--- config.mk ---
export PLATFORM = sky130hd
export DESIGN_NAME = instruction_sequencer
export DESIGN_NICKNAME = d
export VERILOG_FILES = /design/src/rtl/seq_pkg.sv /design/src/rtl/seq_prog_mem.sv /design/src/rtl/instruction_sequencer.sv
export SDC_FILE = /design/constraint.sdc
export NUM_CORES = 1
export LEC_CHECK = 0
export CAP_MARGIN = 20
export CORE_AREA = 2 2 125 151
export CTS_CLUSTER_DIAMETER = 200
export DETAILED_ROUTE_END_ITERATION = 8
export DIE_AREA = 0 0 127 153
export GPL_TIMING_DRIVEN = 0
export HOLD_SLACK_MARGIN = 0.1
export MAX_ROUTING_LAYER = met4
export PLACE_DENSITY = 0.88
export SYNTH_ARGS = -nofsm -noshare
export SYNTH_HDL_FRONTEND = slang
export SYNTH_SLANG_ARGS = --single-unit
--- constraint.sdc ---
create_clock -name clk -period 3.06 [get_ports clk]
set_input_delay 0.612 -clock clk [delete_from_list [all_inputs] [get_ports clk]]
set_output_delay 0.612 -clock clk [all_outputs]
set_load 0.02 [all_outputs]
--- src/rtl/seq_pkg.sv ---
// Shared types and field layout for the instruction sequencer and its program store.
// Latency: n/a (types and constants only).
// Backpressure: n/a.
package seq_pkg;

    // Sequencer control states
    typedef enum logic [1:0] {
        ST_IDLE  = 2'd0,
        ST_ISSUE = 2'd1,
        ST_WAIT  = 2'd2,
        ST_ERROR = 2'd3
    } seq_state_e;

    // Function word layout: [6] store, [5:4] opcode, [3:2] X, [1:0] Y
    localparam int FUNC_W    = 7;
    localparam int STORE_BIT = 6;
    localparam int OP_HI     = 5;
    localparam int OP_LO     = 4;
    localparam int X_HI      = 3;
    localparam int Y_HI      = 1;

    // Control-unit opcodes
    typedef enum logic [1:0] {
        OP_LOAD_EXT = 2'b00,
        OP_MOVE     = 2'b01,
        OP_ADD      = 2'b10,
        OP_SUB      = 2'b11
    } opcode_e;

    // Pack the individual fields into one function word
    function automatic logic [FUNC_W-1:0] make_func(input logic store, input opcode_e op,
                                                    input logic [1:0] x, input logic [1:0] y);
        logic [FUNC_W-1:0] f;
        f              = '0;
        f[STORE_BIT]   = store;
        f[OP_HI:OP_LO] = op;
        f[X_HI -: 2]   = x;
        f[Y_HI -: 2]   = y;
        return f;
    endfunction

endpackage

--- src/rtl/seq_prog_mem.sv ---
// Program store: DEPTH x {function word, immediate}, synchronous write, asynchronous read.
// Latency: a write at edge k is visible on the read port right after edge k.
// Backpressure: none; the caller gates the write strobe.
module seq_prog_mem
    import seq_pkg::*;
#(
    parameter int DEPTH = 16,
    parameter int AW    = $clog2(DEPTH),
    parameter int DW    = 8
) (
    input  logic              clk,
    input  logic              we,
    input  logic [AW-1:0]     waddr,
    input  logic [FUNC_W-1:0] wfunc,
    input  logic [DW-1:0]     wimm,
    input  logic [AW-1:0]     raddr,
    output logic [FUNC_W-1:0] rfunc,
    output logic [DW-1:0]     rimm
);

    logic [FUNC_W+DW-1:0] mem [DEPTH];

    // Contents are deliberately not reset; a word is undefined until written
    always_ff @(posedge clk) begin
        if (we) begin
            mem[waddr] <= {wfunc, wimm};
        end
    end

    assign {rfunc, rimm} = mem[raddr];

endmodule

--- src/rtl/instruction_sequencer.sv ---
// Issues a loaded program one function word at a time to the control unit; optional WAIT watchdog under SEQ_TIMEOUT_EN.
// Latency: start at edge k -> w high after edge k+1; done at edge m -> next w after edge m+1; finished right after the last done edge.
// Backpressure: each issue stalls in WAIT until done (or, with SEQ_TIMEOUT_EN, until the watchdog trips into ERROR).
module instruction_sequencer
    import seq_pkg::*;
#(
    parameter int DEPTH   = 16,
    parameter int AW      = $clog2(DEPTH),
    parameter int DW      = 8,
    parameter int TIMEOUT = 15
) (
    input  logic              clk,
    input  logic              clr_n,
    input  logic              prog_we,
    input  logic [AW-1:0]     prog_addr,
    input  logic [FUNC_W-1:0] prog_func,
    input  logic [DW-1:0]     prog_imm,
    input  logic [AW:0]       prog_len,
    input  logic              start,
    input  logic              abort,
    input  logic              done,
    // current function word (named func since "function" is a reserved word)
    output logic [FUNC_W-1:0] func,
    output logic              w,
    output logic [DW-1:0]     ext_data,
    output logic              busy,
    output logic [AW-1:0]     pc,
    output logic              finished,
    output logic              err
);

    seq_state_e        state;
    logic [AW:0]       len;
    logic [AW:0]       len_sat;
    logic              last;
    logic              mem_we;
    logic [FUNC_W-1:0] rd_func;
    logic [DW-1:0]     rd_imm;

    // Lengths beyond the store are clamped so pc can never wrap
    assign len_sat = (prog_len > (AW+1)'(DEPTH)) ? (AW+1)'(DEPTH) : prog_len;
    assign last    = ({1'b0, pc} == (len - (AW+1)'(1)));
    assign mem_we  = prog_we && (state == ST_IDLE);
    assign busy    = (state == ST_ISSUE) || (state == ST_WAIT);

    seq_prog_mem #(
        .DEPTH (DEPTH),
        .AW    (AW),
        .DW    (DW)
    ) u_mem (
        .clk   (clk),
        .we    (mem_we),
        .waddr (prog_addr),
        .wfunc (prog_func),
        .wimm  (prog_imm),
        .raddr (pc),
        .rfunc (rd_func),
        .rimm  (rd_imm)
    );

`ifdef SEQ_TIMEOUT_EN
    localparam int CW = (TIMEOUT > 1) ? $clog2(TIMEOUT) : 1;

    logic [CW-1:0] wait_cnt;
    logic          err_q;

    assign err = err_q;
`else
    // TIMEOUT only matters when the watchdog is built in
    logic unused_timeout;
    assign unused_timeout = |TIMEOUT;

    assign err = 1'b0;
`endif

    // Control FSM: abort wins over everything, outputs are registered
    always_ff @(posedge clk or negedge clr_n) begin
        if (!clr_n) begin
            state    <= ST_IDLE;
            pc       <= '0;
            len      <= '0;
            func     <= '0;
            ext_data <= '0;
            w        <= 1'b0;
            finished <= 1'b0;
`ifdef SEQ_TIMEOUT_EN
            wait_cnt <= '0;
            err_q    <= 1'b0;
`endif
        end else begin
            w        <= 1'b0;
            finished <= 1'b0;
            if (abort) begin
                state <= ST_IDLE;
                pc    <= '0;
            end else begin
                case (state)
                    ST_IDLE, ST_ERROR: begin
                        if (start) begin
`ifdef SEQ_TIMEOUT_EN
                            err_q <= 1'b0;
`endif
                            pc <= '0;
                            if (len_sat == '0) begin
                                // empty program completes immediately
                                finished <= 1'b1;
                                state    <= ST_IDLE;
                            end else begin
                                len   <= len_sat;
                                state <= ST_ISSUE;
                            end
                        end
                    end
                    ST_ISSUE: begin
                        w        <= 1'b1;
                        func     <= rd_func;
                        ext_data <= rd_imm;
                        state    <= ST_WAIT;
`ifdef SEQ_TIMEOUT_EN
                        wait_cnt <= '0;
`endif
                    end
                    ST_WAIT: begin
                        if (done) begin
                            if (last) begin
                                finished <= 1'b1;
                                state    <= ST_IDLE;
                            end else begin
                                pc    <= pc + AW'(1);
                                state <= ST_ISSUE;
                            end
                        end
`ifdef SEQ_TIMEOUT_EN
                        else if (wait_cnt == CW'(TIMEOUT - 1)) begin
                            err_q <= 1'b1;
                            state <= ST_ERROR;
                        end else begin
                            wait_cnt <= wait_cnt + CW'(1);
                        end
`endif
                    end
                    default: state <= ST_IDLE;
                endcase
            end
        end
    end

endmodule
==> flow_summary.ini, run 1 <==
[layout]
fill_cells = 1012
antenna_cells = 0
final_util_pct = 69.31
fin_cells = 855
finalNetCount = 648
area_delta_synth_final_pct = 17.16
fin_area_um2 = 12460
drive_gt1_share_pct = 22.35

[pwr]
power_mw = 9.116
peakVddDrop_v = 0.0004038
p_per_area_nw_per_um2 = 731.9
power.leakage_nw = 4.040

[yosys]
synth_warnings = 0
synthArstFlopShare_pct = 10.45
netlist_area_um2 = 10630
syn_nets = 557
synth-seq-cells = 268
syn_inst = 521
ys_top_cells_by_count = edfxtp_1, mux4_2, dfrtp_1
post-synth-top-count-cell = edfxtp_1
yosysUniqueCellTypes = 38
yosys.area.top_type_share_pct = 67.79
syn_area_per_cell_um2 = 20.41
synth_flop_cell = edfxtp_1
synth-edff-count = 240
synth_largest_area_cell = edfxtp_1
seq_area_frac_synth_pct = 74.38
synth_area_leaders = edfxtp_1, mux4_2, dfrtp_1

[drt]
drc_errors = 0
routed_wl_um = 23740
vias = 5743
ant_nets = 0
drtPass1Iterations = 7
dr.first_iter.drc_count = 764
via_per_inst = 6.717
wl_per_cell_um = 27.76

[sta]
fmaxAchievable_mhz = 374.3
final_max_slew_viol_count = 0
hold_violations = 0
setup_violations = 0
fin_tns_setup_ns = 0
period_needed_ns = 2.672
worst_pin_slew_ns = 1.017
slew_headroom_pct = 32.14
min_period_over_period_pct = 87.32
finalClockSkew_ns = 0.01874
rsz0062_at_grt = false

[clock_network]
hold_buffers = 0
cts_setup_buffers = 0
cts_buffers = 25
cts_sinks = 268
cts_max_level = 1
clockBufferDepth = 3
cts_tree = done
clock_latency_ns = 0.53
clock-root-buffer = clkbuf_16
cts.reportedPaths.clkPinSlew_ns = 0.07
cts_resized = 0

[worst_setup_path]
crit_buf_inv = 2
crit_arrival_ns = 2.06
cp_slowest_cell = clkdlybuf4s50_1
endpoint_kind = output pin
rr_startpoint = state[1]
path_delay_family = buffers and inverters
r2r_cells = 5
startpoint_type = flip-flop
cp_data_required_time_ns = 2.45
path_cells = inv_1 > ha_1 > clkdlybuf4s50_1
crit_fanout = 6
critPathKind = flip-flop to output pin
r2r-end = u_mem.mem[3][5]
max_stage_delay_ns = 0.65
r2r_slack_ns = 0.44

[grt]
use_met2_pct = 41.81
antenna_found_initial = 0
overflow = 0
grtUsageMet1_pct = 32.71
grt_max_degree = 20
top_usage_layer = met2
grt_usage_pct = 25.41
grtUsageMet3_pct = 3.290
grt_pass1_wl_um = 35760
grt_pass1_vias = 5963

[floorplanning]
initial_core_util_pct = 59.15
die_h_um = 153
core_um2 = 17970
die_x_um = 127
ios = 53
row_count = 54
die_area_um2 = 19430

[run_status]
status = complete, no violations

[placement]
gp_congestion = 0.8881
dpl.cell_count = 809
hpwl_um = 15150
dpl_cell_area_um2 = 11620
io_buffers = 50

[worst_hold_path]
hold_path.class = input pin to asynchronous set/reset pin

[job]
drv_cap = 0
==> worst max-delay path by stage <==
stage / endpoint / slack [ns] / cells past startpoint / start
after global routing: busy / 0.31 / 3 / state[0]
after global placement: u_mem.mem[0][3] / -0.83 / 4 / prog_we
after floorplan: u_mem.mem[0][0] / 0.52 / 5 / state[0]
final: busy / 0.39 / 3 / state[0]
after CTS: busy / 0.39 / 3 / state[0]
after detailed placement: u_mem.mem[2][1] / 0.16 / 4 / prog_we
==> cells in the final DEF (no fill, tap or decap), types with 4 or more instances in the layout <==
| master | netlist | layout |
|---|---|---|
| buf_8 | 0 | 4 |
| clkbuf_16 | 0 | 25 |
| mux2_2 | 16 | 16 |
| buf_4 | 2 | 6 |
| nor3_2 | 0 | 4 |
| nand2b_1 | 8 | 8 |
| mux2i_1 | 16 | 16 |
| edfxtp_1 | 240 | 240 |
| dfrtp_1 | 28 | 28 |
| clkdlybuf4s50_1 | 0 | 50 |
| clkbuf_8 | 0 | 5 |
| nor2_1 | 22 | 16 |
| nor3_1 | 25 | 21 |
| clkinv_1 | 0 | 4 |
| a221o_1 | 15 | 15 |
| nor2_2 | 0 | 6 |
| clkbuf_1 | 16 | 16 |
| inv_1 | 7 | 7 |
| ha_1 | 6 | 6 |
| buf_2 | 4 | 4 |
| mux4_1 | 11 | 11 |
| nand2_1 | 12 | 12 |
| clkinv_2 | 0 | 5 |
| o21ai_0 | 7 | 7 |
| buf_6 | 1 | 6 |
| mux4_2 | 49 | 49 |
==> power breakdown <==
group          leakage (nW)  switching, mW  internal (mW)
Combinational          1.11          0.859          0.788
Sequential             2.52          0.152           4.20
Clock                 0.407           1.33           1.79
Total                  4.04           2.34           6.78
==> per-layer routing <==
layer	share of wire (%)	up-vias	wire, um
met4	4.4	0	1034
met2	51	387	12200
met3	7.7	77	1824
li1	-	2323	-
met1	37	2956	8682
met5	0	-	0
==> cell families after synthesis <==
| logic type | share of synthesized area [%] |
|---|---|
| buffers and inverters | 1.848 |
| xor gates and xnor gates | 0.4120 |
| muxes | 16.30 |
| adders and majority gates | 0.7061 |
| AOI/OAI and AO/OA | 2.424 |
| and+or+nand+nor | 3.896 |
| other | 0.03527 |
| DFF | 74.38 |
==> final cells by class <==
cell class | instances | area (um2) | area share [%]
Sequential cell | 268 | 7908 | 63.49
Multi-Input combinational cell | 219 | 2562 | 20.57
Clock buffer | 30 | 694.4 | 5.575
Timing Repair Buffer | 64 | 674.4 | 5.414
Tap cell | 224 | 280.3 | 2.250
Buffer | 27 | 170.2 | 1.366
Clock inverter | 16 | 140.1 | 1.125
Inverter | 7 | 26.28 | 0.2109
==> stage by stage <==
stage                     setup WS [ns]  hold WS (ns)
after detailed placement         0.1637        0.5058
after global routing             0.3073        0.5264
after global placement          -0.8333        0.4991
final                            0.3880        0.4838
after CTS                        0.3949        0.4816
after floorplan                  0.5178        0.3164
==> flip-flops by register name, indices dropped and copies added, names as in the netlist <==
register / flops
state: 2
finished: 1
w: 1
len: 5
func: 7
pc: 4
u_mem.mem: 240
ext_data: 8
==> worst reg2reg max path: cells and delay by family (launching register included) <==
kind,cells,cell delay [ns]
fa+ha+maj,1,0.31
buf+inv,1,0.13
flops,1,0.39
simple gates,3,1.38
Note: power is estimated with default switching activity, not from simulation.
==> run 2: changes to the inputs <==
--- a/config.mk
+++ b/config.mk
@@ -6,14 +6,14 @@
 export NUM_CORES = 1
 export LEC_CHECK = 0
 export CAP_MARGIN = 20
-export CORE_AREA = 2 2 125 151
+export CORE_AREA = 2 2 137 165
 export CTS_CLUSTER_DIAMETER = 200
 export DETAILED_ROUTE_END_ITERATION = 8
-export DIE_AREA = 0 0 127 153
+export DIE_AREA = 0 0 139 167
 export GPL_TIMING_DRIVEN = 0
 export HOLD_SLACK_MARGIN = 0.1
 export MAX_ROUTING_LAYER = met4
-export PLACE_DENSITY = 0.88
+export PLACE_DENSITY = 0.76
 export SYNTH_ARGS = -nofsm -noshare
 export SYNTH_HDL_FRONTEND = slang
 export SYNTH_SLANG_ARGS = --single-unit
==> run 2 against run 1 <==
  * Final cell count is 5.5% higher
  * Critical endpoint unchanged
  * First-iteration DRC count fell by 29%
  * Register-to-register slack improved by 0.08 ns
  * Critical path type unchanged
  * Global-route usage is 4.7 points lower
  * Sequential cell count unchanged
  * Largest cell class unchanged
  * Via count decreased by 5.0%
==> flow_summary.ini, run 2 (synthesized netlist as in run 1, its figures left out) <==
[sta]
finalClockSkew_ns = 0.01203
setup_violations = 0
fmaxAchievable_mhz = 376.8
min_period_over_period_pct = 86.72
worst_pin_slew_ns = 1.009
period_needed_ns = 2.654
rsz0062_at_grt = false
hold_violations = 0
fin_tns_setup_ns = 0
slew_headroom_pct = 32.69
final_max_slew_viol_count = 0

[floorplanning]
die_area_um2 = 23210
initial_core_util_pct = 49.32
die_h_um = 167
ios = 53
core_um2 = 21560
die_x_um = 139
row_count = 59

[drt]
via_per_inst = 6.051
drc_errors = 0
vias = 5458
ant_nets = 0
dr.first_iter.drc_count = 544
drtPass1Iterations = 5
wl_per_cell_um = 25.58
routed_wl_um = 23080

[worst_hold_path]
hold_path.class = input pin to flip-flop

[grt]
antenna_found_initial = 0
grt_pass1_wl_um = 35230
overflow = 0
grt_pass1_vias = 5823
grt_max_degree = 17
grt_usage_pct = 20.69

[placement]
gp_congestion = 0.8159
hpwl_um = 14910
dpl.cell_count = 854
io_buffers = 50

[clock_network]
cts_tree = done
cts_sinks = 268
clock_latency_ns = 0.53
clockBufferDepth = 3
cts_max_level = 1
cts_setup_buffers = 0
clock-root-buffer = clkbuf_16
cts_buffers = 26
cts_resized = 0
hold_buffers = 0
cts.reportedPaths.clkPinSlew_ns = 0.07

[layout]
regArea_um2 = 7908
final_common_cell = edfxtp_1
fin_cells = 902
drive_gt1_share_pct = 22.45
largest_register_ffs = 240
area_delta_synth_final_pct = 18.15
fill_cells = 1521
layout_common_cells = edfxtp_1, clkdlybuf4s50_1, mux4_2
top_regs = u_mem.mem (240), ext_data (8), func (7)
regMostFlops = u_mem.mem
antenna_cells = 0
finalNetCount = 644
multi_input_area_um2 = 2577

[worst_setup_path]
critPathKind = flip-flop to output pin
cp_data_required_time_ns = 2.45
crit_fanout = 6
path_cells = inv_1 > ha_1 > clkdlybuf4s50_1
max_stage_delay_ns = 0.65
cp_slowest_cell = clkdlybuf4s50_1
startpoint_type = flip-flop
endpoint_kind = output pin
r2r_slack_ns = 0.52
crit_arrival_ns = 2.04

[pwr]
peakVddDrop_v = 0.0004680
p_per_area_nw_per_um2 = 740.9
power_mw = 9.307
power.leakage_nw = 4.039

[run_status]
status = complete, no violations

[job]
drv_cap = 0
-- run 2: worst paths after layout --
check | cells past startpoint | startpoint | end
worst min register to register | 1 | ext_data[6] | ext_data[6]
worst max register to register | 6 | state[0] | u_mem.mem[0][4]
max in group asynchronous | 2 | clr_n | func[0]
min in group asynchronous | 1 | clr_n | ext_data[2]
worst max-delay path | 3 | state[0] | busy
worst min-delay path | 2 | abort | finished
-- run 2: routing by layer --
metal | GRT usage (%) | vias to the layer above | part of all wire, %
met3 | 3.508 | 51 | 6.6
met1 | 26.44 | 2849 | 40
met2 | 34.31 | 244 | 51
met4 | 6.544 | 0 | 2.8
met5 | - | - | 0
li1 | - | 2314 | -
-- run 2: power by group --
part | internal (mW) | total [mW] | switching, mW
logic | 0.784 | 1.62 | 0.832
clock network | 1.98 | 3.33 | 1.35
registers | 4.20 | 4.36 | 0.157
-- run 2: stage by stage --
step | setup slack, ns | utilization (%) | hold slack (ns) | area [um2]
final | 0.4062 | 58.27 | 0.4925 | 12560
after global routing | 0.3387 | 58.27 | 0.5193 | 12560
after CTS | 0.3895 | 58.27 | 0.4828 | 12560
after detailed placement | 0.1345 | 54.07 | 0.5225 | 11660
after global placement | -0.8603 | 53.23 | 0.5042 | 11470
after floorplan | 0.5178 | - | 0.3164 | 10630
-- run 2: area by class of cell --
type / count / share of cell area [%]
plain buffers: 27 / 1.355
inverters: 7 / 0.2092
multi-input cells: 219 / 20.52
repair buffers: 59 / 5.030
flip-flops and latches: 268 / 62.95
well taps: 274 / 2.729
clock inverters: 17 / 1.624
clock buffers: 31 / 5.578
-- run 2: critical path, delay by kind of cell, from the launching register on --
kind | cells | cell delay [ns]
flip-flops | 1 | 0.40
buffers and inverters | 2 | 0.73
adder cells (fa/ha/maj) | 1 | 0.39
==> run 3: changes to the inputs <==
--- a/config.mk
+++ b/config.mk
@@ -14,6 +14,7 @@
 export HOLD_SLACK_MARGIN = 0.1
 export MAX_ROUTING_LAYER = met4
 export PLACE_DENSITY = 0.76
+export SLEW_MARGIN = 30
 export SYNTH_ARGS = -nofsm -noshare
 export SYNTH_HDL_FRONTEND = slang
 export SYNTH_SLANG_ARGS = --single-unit
==> run 3 against run 2 <==
  * First-iteration DRC count grew 15%
  * Core utilization grew 0.18 points
  * Sequential power is essentially flat
  * Sequential share of layout area shrank 0.19 points
  * Clock-buffer cell count grew 5
  * Power shrank 1.7%
  * Largest cell class unchanged
  * Non-clock buffer count grew 10
  * Register-to-register slack gained 0.07 ns
  * Global-route usage shrank 0.46 points
  * Fmax grew 0.13%
  * Design area grew 0.31%
==> flow_summary.ini, run 3 (synthesized netlist as in run 1, its figures left out) <==
[run_status]
status = complete, no violations

[drt]
vias = 5504
routed_wl_um = 22500
wl_per_cell_um = 24.67
ant_nets = 0
via_per_inst = 6.035
dr.first_iter.drc_count = 627
drtPass1Iterations = 5
drc_errors = 0

[clock_network]
cts_setup_buffers = 0
cts_max_level = 1
cts_sinks = 268
cts_resized = 0
hold_buffers = 0
cts.reportedPaths.clkPinSlew_ns = 0.06
clockBufferDepth = 3
cts_buffers = 26
clock-root-buffer = clkbuf_16
cts_tree = done
clock_latency_ns = 0.53

[floorplanning]
die_h_um = 167
initial_core_util_pct = 49.32
ios = 53
die_x_um = 139
die_area_um2 = 23210
row_count = 59
core_um2 = 21560

[worst_setup_path]
crit_fanout = 6
cp_slowest_cell = clkdlybuf4s50_1
cp_data_required_time_ns = 2.45
r2r_slack_ns = 0.59
critPathKind = flip-flop to output pin
r2r_cells = 6
crit_arrival_ns = 2.04
endpoint_kind = output pin
path_cells = inv_1 > ha_1 > clkdlybuf4s50_1
startpoint_type = flip-flop
max_stage_delay_ns = 0.65

[sta]
rsz0062_at_grt = false
worst_pin_slew_ns = 0.8244
slew_headroom_pct = 45.04
period_needed_ns = 2.650
min_period_over_period_pct = 86.62
setup_violations = 0
finalClockSkew_ns = 0.01095
fin_tns_setup_ns = 0
hold_violations = 0
fmaxAchievable_mhz = 377.3
final_max_slew_viol_count = 0

[grt]
overflow = 0
antenna_found_initial = 0
grt_usage_pct = 20.22
grtUsageMet3_pct = 3.134
use_met2_pct = 33.00
top_usage_layer = met2
grtUsageMet1_pct = 26.51
grt_pass1_vias = 5769
grt_max_degree = 29
grt_pass1_wl_um = 34510

[pwr]
peakVddDrop_v = 0.0005060
p_per_area_nw_per_um2 = 726.3
power_mw = 9.150
power.leakage_nw = 4.075

[layout]
regMostFlops = u_mem.mem
largest_register_ffs = 240
drive_gt1_share_pct = 23.82
finalNetCount = 654
antenna_cells = 0
layout_common_cells = edfxtp_1, mux4_2, clkdlybuf4s50_1
top_regs = u_mem.mem (240), ext_data (8), func (7)
final_common_cell = edfxtp_1
area_delta_synth_final_pct = 18.51

[job]
drv_cap = 0

[placement]
hpwl_um = 14940
gp_congestion = 0.8159
io_buffers = 50

[worst_hold_path]
hold_path.class = input pin to asynchronous set/reset pin
run 3: critical path, delay by kind of cell (launching register included):
family                   cells  cell delay, ns
adder cells (fa/ha/maj)      1            0.39
buffers and inverters        2            0.73
flip-flops                   1            0.40
run 3: final timing paths:
path,start,to
worst max-delay path,state[0],busy
worst min-delay path,clr_n,ext_data[3]
worst max register to register,pc[1],ext_data[5]
worst min register to register,ext_data[6],ext_data[6]
max in group asynchronous,clr_n,ext_data[4]
min in group clk,abort,finished
run 3: final cells by class:
class,count,area (um2)
Fill cell,1520,8956
Clock buffer,36,749.5
Timing Repair Buffer,69,705.7
Multi-Input combinational cell,219,2582
Sequential cell,268,7908
Tap cell,274,342.8
Buffer,27,170.2
Inverter,7,26.28
Clock inverter,12,115.1
run 3: through the flow:
step | worst slack [ns] | utilization, % | hold WS [ns] | std cells | instance area [um2]
floorplan | 0.5178 | - | 0.3164 | 521 | 10630
global placement | -0.8603 | 53.23 | 0.5042 | 845 | 11470
detailed placement | 0.3369 | 54.44 | 0.5224 | 864 | 11740
CTS | 0.3868 | 58.45 | 0.1523 | 912 | 12600
global route | 0.3372 | 58.45 | 0.1917 | 912 | 12600
finish | 0.4096 | 58.45 | 0.1349 | 912 | 12600
run 3: routing by layer:
metal  vias to the layer above  routed length [um]
met2                       231               11410
met3                        42                1479
met5                         -                   0
li1                       2347                   -
met4                         0                 572
met1                      2884                9037
run 3: where the power goes:
part | internal, mW | switching, mW
combinational | 0.787 | 0.829
clock | 1.88 | 1.30
sequential | 4.20 | 0.151
total | 6.87 | 2.28
